[src/rtl/ram_port_arbiter_pkg.sv]
// Shared constants for the two-client RAM port arbiter: RAM command opcodes and FSM states.
// Pure definitions: no latency, no backpressure.
package ram_port_arbiter_pkg;

    localparam logic [1:0] CMD_WADDR = 2'b00;
    localparam logic [1:0] CMD_WDATA = 2'b01;
    localparam logic [1:0] CMD_RADDR = 2'b10;
    localparam logic [1:0] CMD_RDATA = 2'b11;

    typedef enum logic [2:0] {
        ST_IDLE = 3'd0,
        ST_ADDR = 3'd1,
        ST_DATA = 3'd2,
        ST_WAIT = 3'd3,
        ST_DONE = 3'd4
    } state_e;

endpackage

[src/rtl/rr_arbiter2.sv]
// Two-request round-robin pick; the pointer names the client that wins a tie.
// Grant is combinational from req_i; the pointer only moves when advance_i pulses.
module rr_arbiter2 (
    input  logic       clk,
    input  logic       rst_n,
    input  logic [1:0] req_i,
    input  logic       advance_i,
    input  logic       adv_idx_i,
    output logic       gnt_vld_o,
    output logic       gnt_idx_o
);

    logic ptr_q;
    logic ptr_d;

    always_comb begin
        gnt_vld_o = |req_i;
        gnt_idx_o = (&req_i) ? ptr_q : req_i[1];
        ptr_d     = ptr_q;
        // After serving a client, the other one gets priority on the next tie.
        if (advance_i) begin
            ptr_d = ~adv_idx_i;
        end
    end

    always_ff @(posedge clk) begin
        if (!rst_n) begin
            ptr_q <= 1'b0;
        end else begin
            ptr_q <= ptr_d;
        end
    end

endmodule

[src/rtl/ram_port_arbiter.sv]
// Shares a command-driven single-port RAM between two clients, serialising each transaction into address/data words.
// Write done 3 cycles after grant, read 4+ (bounded by TIMEOUT); one IDLE cycle between transactions, no input backpressure.
module ram_port_arbiter
    import ram_port_arbiter_pkg::*;
#(
    parameter int ADDR_SIZE = 8,
    parameter int TIMEOUT   = 4
) (
    input  logic                   clk,
    input  logic                   rst_n,
    input  logic [1:0]             req_i,
    input  logic [1:0]             we_i,
    input  logic [2*ADDR_SIZE-1:0] addr_i,
    input  logic [15:0]            wdata_i,
    output logic [1:0]             done_o,
    output logic [7:0]             rdata_o,
    output logic                   err_o,
    output logic                   busy_o,
    output logic [ADDR_SIZE+1:0]   ram_din_o,
    output logic                   ram_rx_valid_o,
    input  logic                   ram_tx_valid_i,
    input  logic [7:0]             ram_dout_i
);

    localparam int CNT_W = $clog2(TIMEOUT + 1);

    state_e                 state_q, state_d;
    logic                   client_q, client_d;
    logic                   we_q, we_d;
    logic [ADDR_SIZE-1:0]   addr_q, addr_d;
    logic [7:0]             wdata_q, wdata_d;
    logic [CNT_W-1:0]       cnt_q, cnt_d;
    logic [7:0]             rdata_q, rdata_d;
    logic                   err_q, err_d;

    logic                   gnt_vld;
    logic                   gnt_idx;
    logic                   advance;

    rr_arbiter2 u_arb (
        .clk       (clk),
        .rst_n     (rst_n),
        .req_i     (req_i),
        .advance_i (advance),
        .adv_idx_i (client_q),
        .gnt_vld_o (gnt_vld),
        .gnt_idx_o (gnt_idx)
    );

    always_comb begin
        state_d        = state_q;
        client_d       = client_q;
        we_d           = we_q;
        addr_d         = addr_q;
        wdata_d        = wdata_q;
        cnt_d          = cnt_q;
        rdata_d        = rdata_q;
        err_d          = err_q;
        advance        = 1'b0;
        ram_rx_valid_o = 1'b0;
        ram_din_o      = '0;

        case (state_q)
            ST_IDLE: begin
                if (gnt_vld) begin
                    client_d = gnt_idx;
                    we_d     = we_i[gnt_idx];
                    addr_d   = gnt_idx ? addr_i[2*ADDR_SIZE-1:ADDR_SIZE] : addr_i[ADDR_SIZE-1:0];
                    wdata_d  = gnt_idx ? wdata_i[15:8] : wdata_i[7:0];
                    rdata_d  = 8'h00;
                    err_d    = 1'b0;
                    state_d  = ST_ADDR;
                end
            end
            ST_ADDR: begin
                ram_rx_valid_o = 1'b1;
                ram_din_o      = {(we_q ? CMD_WADDR : CMD_RADDR), addr_q};
                state_d        = ST_DATA;
            end
            ST_DATA: begin
                ram_rx_valid_o = 1'b1;
                ram_din_o      = we_q ? {CMD_WDATA, ADDR_SIZE'(wdata_q)}
                                      : {CMD_RDATA, {ADDR_SIZE{1'b0}}};
                cnt_d          = '0;
                state_d        = we_q ? ST_DONE : ST_WAIT;
            end
            ST_WAIT: begin
                // X/Z on tx_valid falls through to the not-valid branch.
                if (ram_tx_valid_i) begin
                    rdata_d = ram_dout_i;
                    err_d   = 1'b0;
                    state_d = ST_DONE;
                end else if (cnt_q == CNT_W'(TIMEOUT - 1)) begin
                    rdata_d = 8'h00;
                    err_d   = 1'b1;
                    state_d = ST_DONE;
                end else begin
                    cnt_d = cnt_q + CNT_W'(1);
                end
            end
            ST_DONE: begin
                advance = 1'b1;
                state_d = ST_IDLE;
            end
            default: begin
                state_d = ST_IDLE;
            end
        endcase
    end

    always_ff @(posedge clk) begin
        if (!rst_n) begin
            state_q  <= ST_IDLE;
            client_q <= 1'b0;
            we_q     <= 1'b0;
            addr_q   <= '0;
            wdata_q  <= 8'h00;
            cnt_q    <= '0;
            rdata_q  <= 8'h00;
            err_q    <= 1'b0;
        end else begin
            state_q  <= state_d;
            client_q <= client_d;
            we_q     <= we_d;
            addr_q   <= addr_d;
            wdata_q  <= wdata_d;
            cnt_q    <= cnt_d;
            rdata_q  <= rdata_d;
            err_q    <= err_d;
        end
    end

    assign done_o  = (state_q == ST_DONE) ? (client_q ? 2'b10 : 2'b01) : 2'b00;
    assign rdata_o = rdata_q;
    assign err_o   = err_q;
    assign busy_o  = (state_q != ST_IDLE);

endmodule

[config.mk]
export PLATFORM = sky130hd
export DESIGN_NAME = ram_port_arbiter
export DESIGN_NICKNAME = d
export VERILOG_FILES = /design/src/rtl/ram_port_arbiter_pkg.sv /design/src/rtl/rr_arbiter2.sv /design/src/rtl/ram_port_arbiter.sv
export SDC_FILE = /design/constraint.sdc
export NUM_CORES = 1
export LEC_CHECK = 0
export ABC_AREA = 1
export BUFFER_PORTS_ARGS = -buffer_cell sky130_fd_sc_hd__buf_2
export CAP_MARGIN = 20
export CORE_MARGIN = 8
export CORE_UTILIZATION = 45
export CTS_BUF_LIST = sky130_fd_sc_hd__clkbuf_2
export DETAILED_ROUTE_END_ITERATION = 6
export PLACE_DENSITY_LB_ADDON = 0.08
export SLEW_MARGIN = 10
export SYNTH_ARGS = -nofsm -noshare
export SYNTH_HDL_FRONTEND = slang
export SYNTH_SLANG_ARGS = --single-unit
[constraint.sdc]
create_clock -name clk -period 1.3 [get_ports clk]
set_input_delay 0.065 -clock clk [delete_from_list [all_inputs] [get_ports clk]]
set_output_delay 0.065 -clock clk [all_outputs]
set_load 0.02 [all_outputs]
==> impl_table.tex <==
\begin{tabular}{lr}
\hline
Metric & Value \\
\hline
\multicolumn{2}{l}{\textbf{Outcome}} \\
\quad Outcome & finished, violations left \\
\quad Violated checks & negative setup slack \\
\multicolumn{2}{l}{\textbf{Yosys}} \\
\quad Adder-cell share of the synthesized area & 1.48\% \\
\quad Synth warnings & 0 \\
\quad Distinct cells, synth & 20 \\
\quad Leading area contributor after synthesis & dfxtp\_1 \\
\quad Post-synthesis instance area & 0.00169 mm\^{}2 \\
\quad Share of the synthesized area in the top cell type & 40.3\% \\
\quad Net Count, Synth & 310 \\
\quad Basic-gate share of the synthesized area counting and, or, nand and nor cells & 36.3\% \\
\quad Sequential cell area fraction in the yosys report & 40.3\% \\
\quad Mux cell area share after synthesis & 0\% \\
\quad Main combinational cell family by area after synthesis & simple AND/OR/NAND/NOR gates \\
\quad Number of flip-flops and latches in the synthesized netlist & 34 \\
\quad Syn\_area\_per\_cell & 6.47 um\^{}2 \\
\quad Post-Synthesis Cells & 261 \\
\quad Area fraction in compound gates after synthesis & 13.7\% \\
\quad Top cells by area in the synthesized netlist & dfxtp\_1, nand2\_1, a21oi\_1 \\
\quad Share of the synthesized netlist area taken by xor and xnor gates & 0\% \\
\multicolumn{2}{l}{\textbf{Worst hold path}} \\
\quad Type of the worst min-delay path & primary input to flop \\
\multicolumn{2}{l}{\textbf{Cells and area}} \\
\quad Synthesis-to-layout area growth & 70.1\% \\
\quad Final-stage net count & 433 \\
\quad Proportion of layout cells with a drive suffix above 1 & 37.7\% \\
\quad Ant. Diodes & 0 \\
\quad Fin util & 79.0\% \\
\quad \# fillers & 273 \\
\quad Final std cell area, no fill & 0.00287 mm\^{}2 \\
\quad Filler-free cell count of the finished design & 433 \\
\multicolumn{2}{l}{\textbf{Route}} \\
\quad Final routed DRC violation total & 0 \\
\quad Pre-antenna DRT Iters & 4 \\
\quad Average via count per standard cell & 4.78 \\
\quad Total wire length & 5.71 mm \\
\quad Remaining antenna violation count & 0 \\
\quad Total vias in the final route & 2068 \\
\quad Initial DRC count & 102 \\
\quad Routed length per placed instance & 13.2 um \\
\multicolumn{2}{l}{\textbf{Global route}} \\
\quad Met3 Usage GRT & 6.29\% \\
\quad Antenna violations before repair & 0 \\
\quad Vias in the first global route & 1959 \\
\quad Top Usage Layer GRT & met2 \\
\quad Global routing met1 resource utilization & 20.0\% \\
\quad Pin count of the biggest net entering global routing & 19 \\
\quad All-layer global routing usage & 17.7\% \\
\quad Global-route wire length before repair & 8.84 mm \\
\quad Aggregate global routing overflow & 0 \\
\quad GRT met2 Usage & 29.7\% \\
\multicolumn{2}{l}{\textbf{Power}} \\
\quad Leak pwr & 1.36 nW \\
\quad Pwr dens & 1080 mW/mm\^{}2 \\
\quad Worst-case vdd ir drop & 0.635 mV \\
\multicolumn{2}{l}{\textbf{Place}} \\
\quad Final Wtd Congestion & 0.831 \\
\quad Count of placed standard cells including taps & 386 \\
\quad Standard cell area after detailed placement & 0.00217 mm\^{}2 \\
\quad Port Buffer Count & 69 \\
\quad Final HPWL from detailed placement & 3.48 mm \\
\quad Worst slack after detailed placement & -0.0605 ns \\
\multicolumn{2}{l}{\textbf{Timing}} \\
\quad Unrepaired setup endpoints after global routing & true \\
\quad Total count of max-transition violations in the final report & 0 \\
\quad Fmax achieved & 643 MHz \\
\quad Worst clock skew on the final layout & 0.00999 ns \\
\quad Count of final setup violators & 32 \\
\quad Final TNS setup & -6.65 ns \\
\quad PnR worst setup slack & -0.256 ns \\
\quad Shortest clock period the worst path allows after layout & 1.56 ns \\
\quad Final worst path period share & 120\% \\
\quad Headroom to the max-slew limit & 72.7\% \\
\quad Number of hold violations in the final report & 0 \\
\quad Worst slew pin tran & 0.408 ns \\
\multicolumn{2}{l}{\textbf{Clock tree}} \\
\quad Clock tree sinks & 34 \\
\quad Worst skew pair latency & 0.38 ns \\
\quad Number of buffers inserted during clock tree synthesis & 5 \\
\quad CTS root buf & clkbuf\_2 \\
\quad Clock tree buffer depth & 2 \\
\quad Clock transition time at the flip-flop clock pins of the worst setup and hold paths & 0.18 ns \\
\quad CTS tree & yes \\
\quad CTS HTree Levels & 2 \\
\multicolumn{2}{l}{\textbf{Die}} \\
\quad Top-Level Pins & 70 \\
\quad Number of placement rows & 22 \\
\quad Chip Width & 77.2 um \\
\quad Area of the die & 0.00597 mm\^{}2 \\
\quad Core Box Area & 0.00363 mm\^{}2 \\
\quad Vert. Die Dim & 77.2 um \\
\quad Starting utilization of the core area & 46.5\% \\
\multicolumn{2}{l}{\textbf{Critical path}} \\
\quad Crit start category & flop \\
\quad Worst path slowest cell & dfxtp\_4 \\
\quad Data arrival at the endpoint of the critical path & 1.49 ns \\
\quad Data required time of the worst path & 1.24 ns \\
\quad Cells along the critical path & inv\_2 -> nand3\_4 -> buf\_6 -> o21ai\_1 -> buf\_4 \\
\quad Critical path peak fanout & 5 \\
\quad CP max stage delay & 0.41 ns \\
\quad Critical Path End Type & output pin \\
\quad Critical path class & flop to output pin \\
\multicolumn{2}{l}{\textbf{Job}} \\
\quad Number of maximum-capacitance violations & 0 \\
\hline
\end{tabular}
## layout by cell type (no fill, tap or decap), drive strengths merged
master,n
inv,21
nand3,13
buf,96
nor2,21
a21oi,31
nor3,2
o21ai,13
clkinv,2
clkbuf,5
ha,2
nand2,116
dlygate4sd3,27
bufinv,1
o211ai,1
dfxtp,34
## sequential cells by signal, indices dropped and copies added, names as in the netlist
signal / flops
addr_q: 8
rdata_o: 8
wdata_q: 8
cnt_q: 3
state_q: 3
client_q: 1
err_o: 1
u_arb.ptr_q: 1
we_q: 1
## worst max-delay path, delay by kind of cell, from the launching register on
family                 cells  cell delay, ns
AOI/OAI and AO/OA          1            0.15
and+or+nand+nor            1            0.11
DFF                        1            0.41
buffers and inverters      3            0.46
## cell families after synthesis
kind of cell             count (synthesis)
AND/OR/NAND/NOR                        150
adder cells (fa/ha/maj)                  2
flip-flops                              34
buffers and inverters                   30
AO/OA/AOI/OAI                           45
## per-stage QoR
step                hold WS, ns  power (mW)
floorplan                 0.163        1.70
global placement          0.335        1.97
detailed placement        0.337        1.98
CTS                     0.00368        2.88
global route             0.0100        3.27
finish                  0.00830        3.10
## where the power goes
part,switching (mW),internal (mW)
clock,0.367,0.319
combinational,0.632,0.572
sequential,0.0665,1.14
total,1.07,2.03
## final cells by class
class                           count  area, um^2  area share (%)
Multi-Input combinational cell    199        1050            36.4
Timing Repair Buffer              123         915            31.9
Sequential cell                    34         694            24.2
Inverter                           20        85.1            2.96
Tap cell                           48        60.1            2.09
Clock inverter                      3        40.0            1.39
Clock buffer                        5        25.0           0.871
Timing Repair inverter              1        6.26           0.218
## synth_stat cells
master      n
a21oi_1    31
buf_2       3
buf_4       1
buf_6       2
clkbuf_1    4
dfxtp_1    34
ha_1        2
inv_1      19
inv_4       1
nand2_1   115
nand2_2     1
nand3_1    11
nand3_2     1
nor2_1     16
nor2_2      1
nor2_4      3
nor3_1      2
o211ai_1    1
o21ai_0    12
o21ai_2     1
## layer usage
layer / up-vias / part of all wire, % / wire length (um)
met1: 924 / 42 / 2410
met4: 0 / 1.5 / 87
li1: 1081 / - / -
met5: - / 0 / 0
met3: 11 / 5.9 / 336
met2: 52 / 50 / 2880
## what timing repair did
| item | 4_1_cts | 5_1_grt |
|---|---|---|
| pin swaps | 13 | 17 |
| endpoints found under the hold margin | 22 | 2 |
| gates cloned | 2 | 1 |
| gates resized for setup | 57 | 31 |
| hold buffers | 23 | 4 |
| setup buffers | 4 | 5 |
| setup endpoints to repair | 27 | 46 |
## worst paths after layout
check	start	cells after the start	end	slack, ns
worst max-delay path	state_q[1]$_SDFFE_PN0P_	5	ram_din_o[3]	-0.26
worst min-delay path	wdata_i[7]	5	wdata_q[7]$_SDFFE_PN0P_	0.008
worst max register to register	state_q[0]$_SDFFE_PN0P_	9	addr_q[0]$_SDFFE_PN0P_	-0.26
worst min register to register	rdata_o[1]$_SDFFE_PN0P_	2	rdata_o[1]$_SDFFE_PN0P_	0.47
No activity file was read; power rests on OpenSTA's default activity.
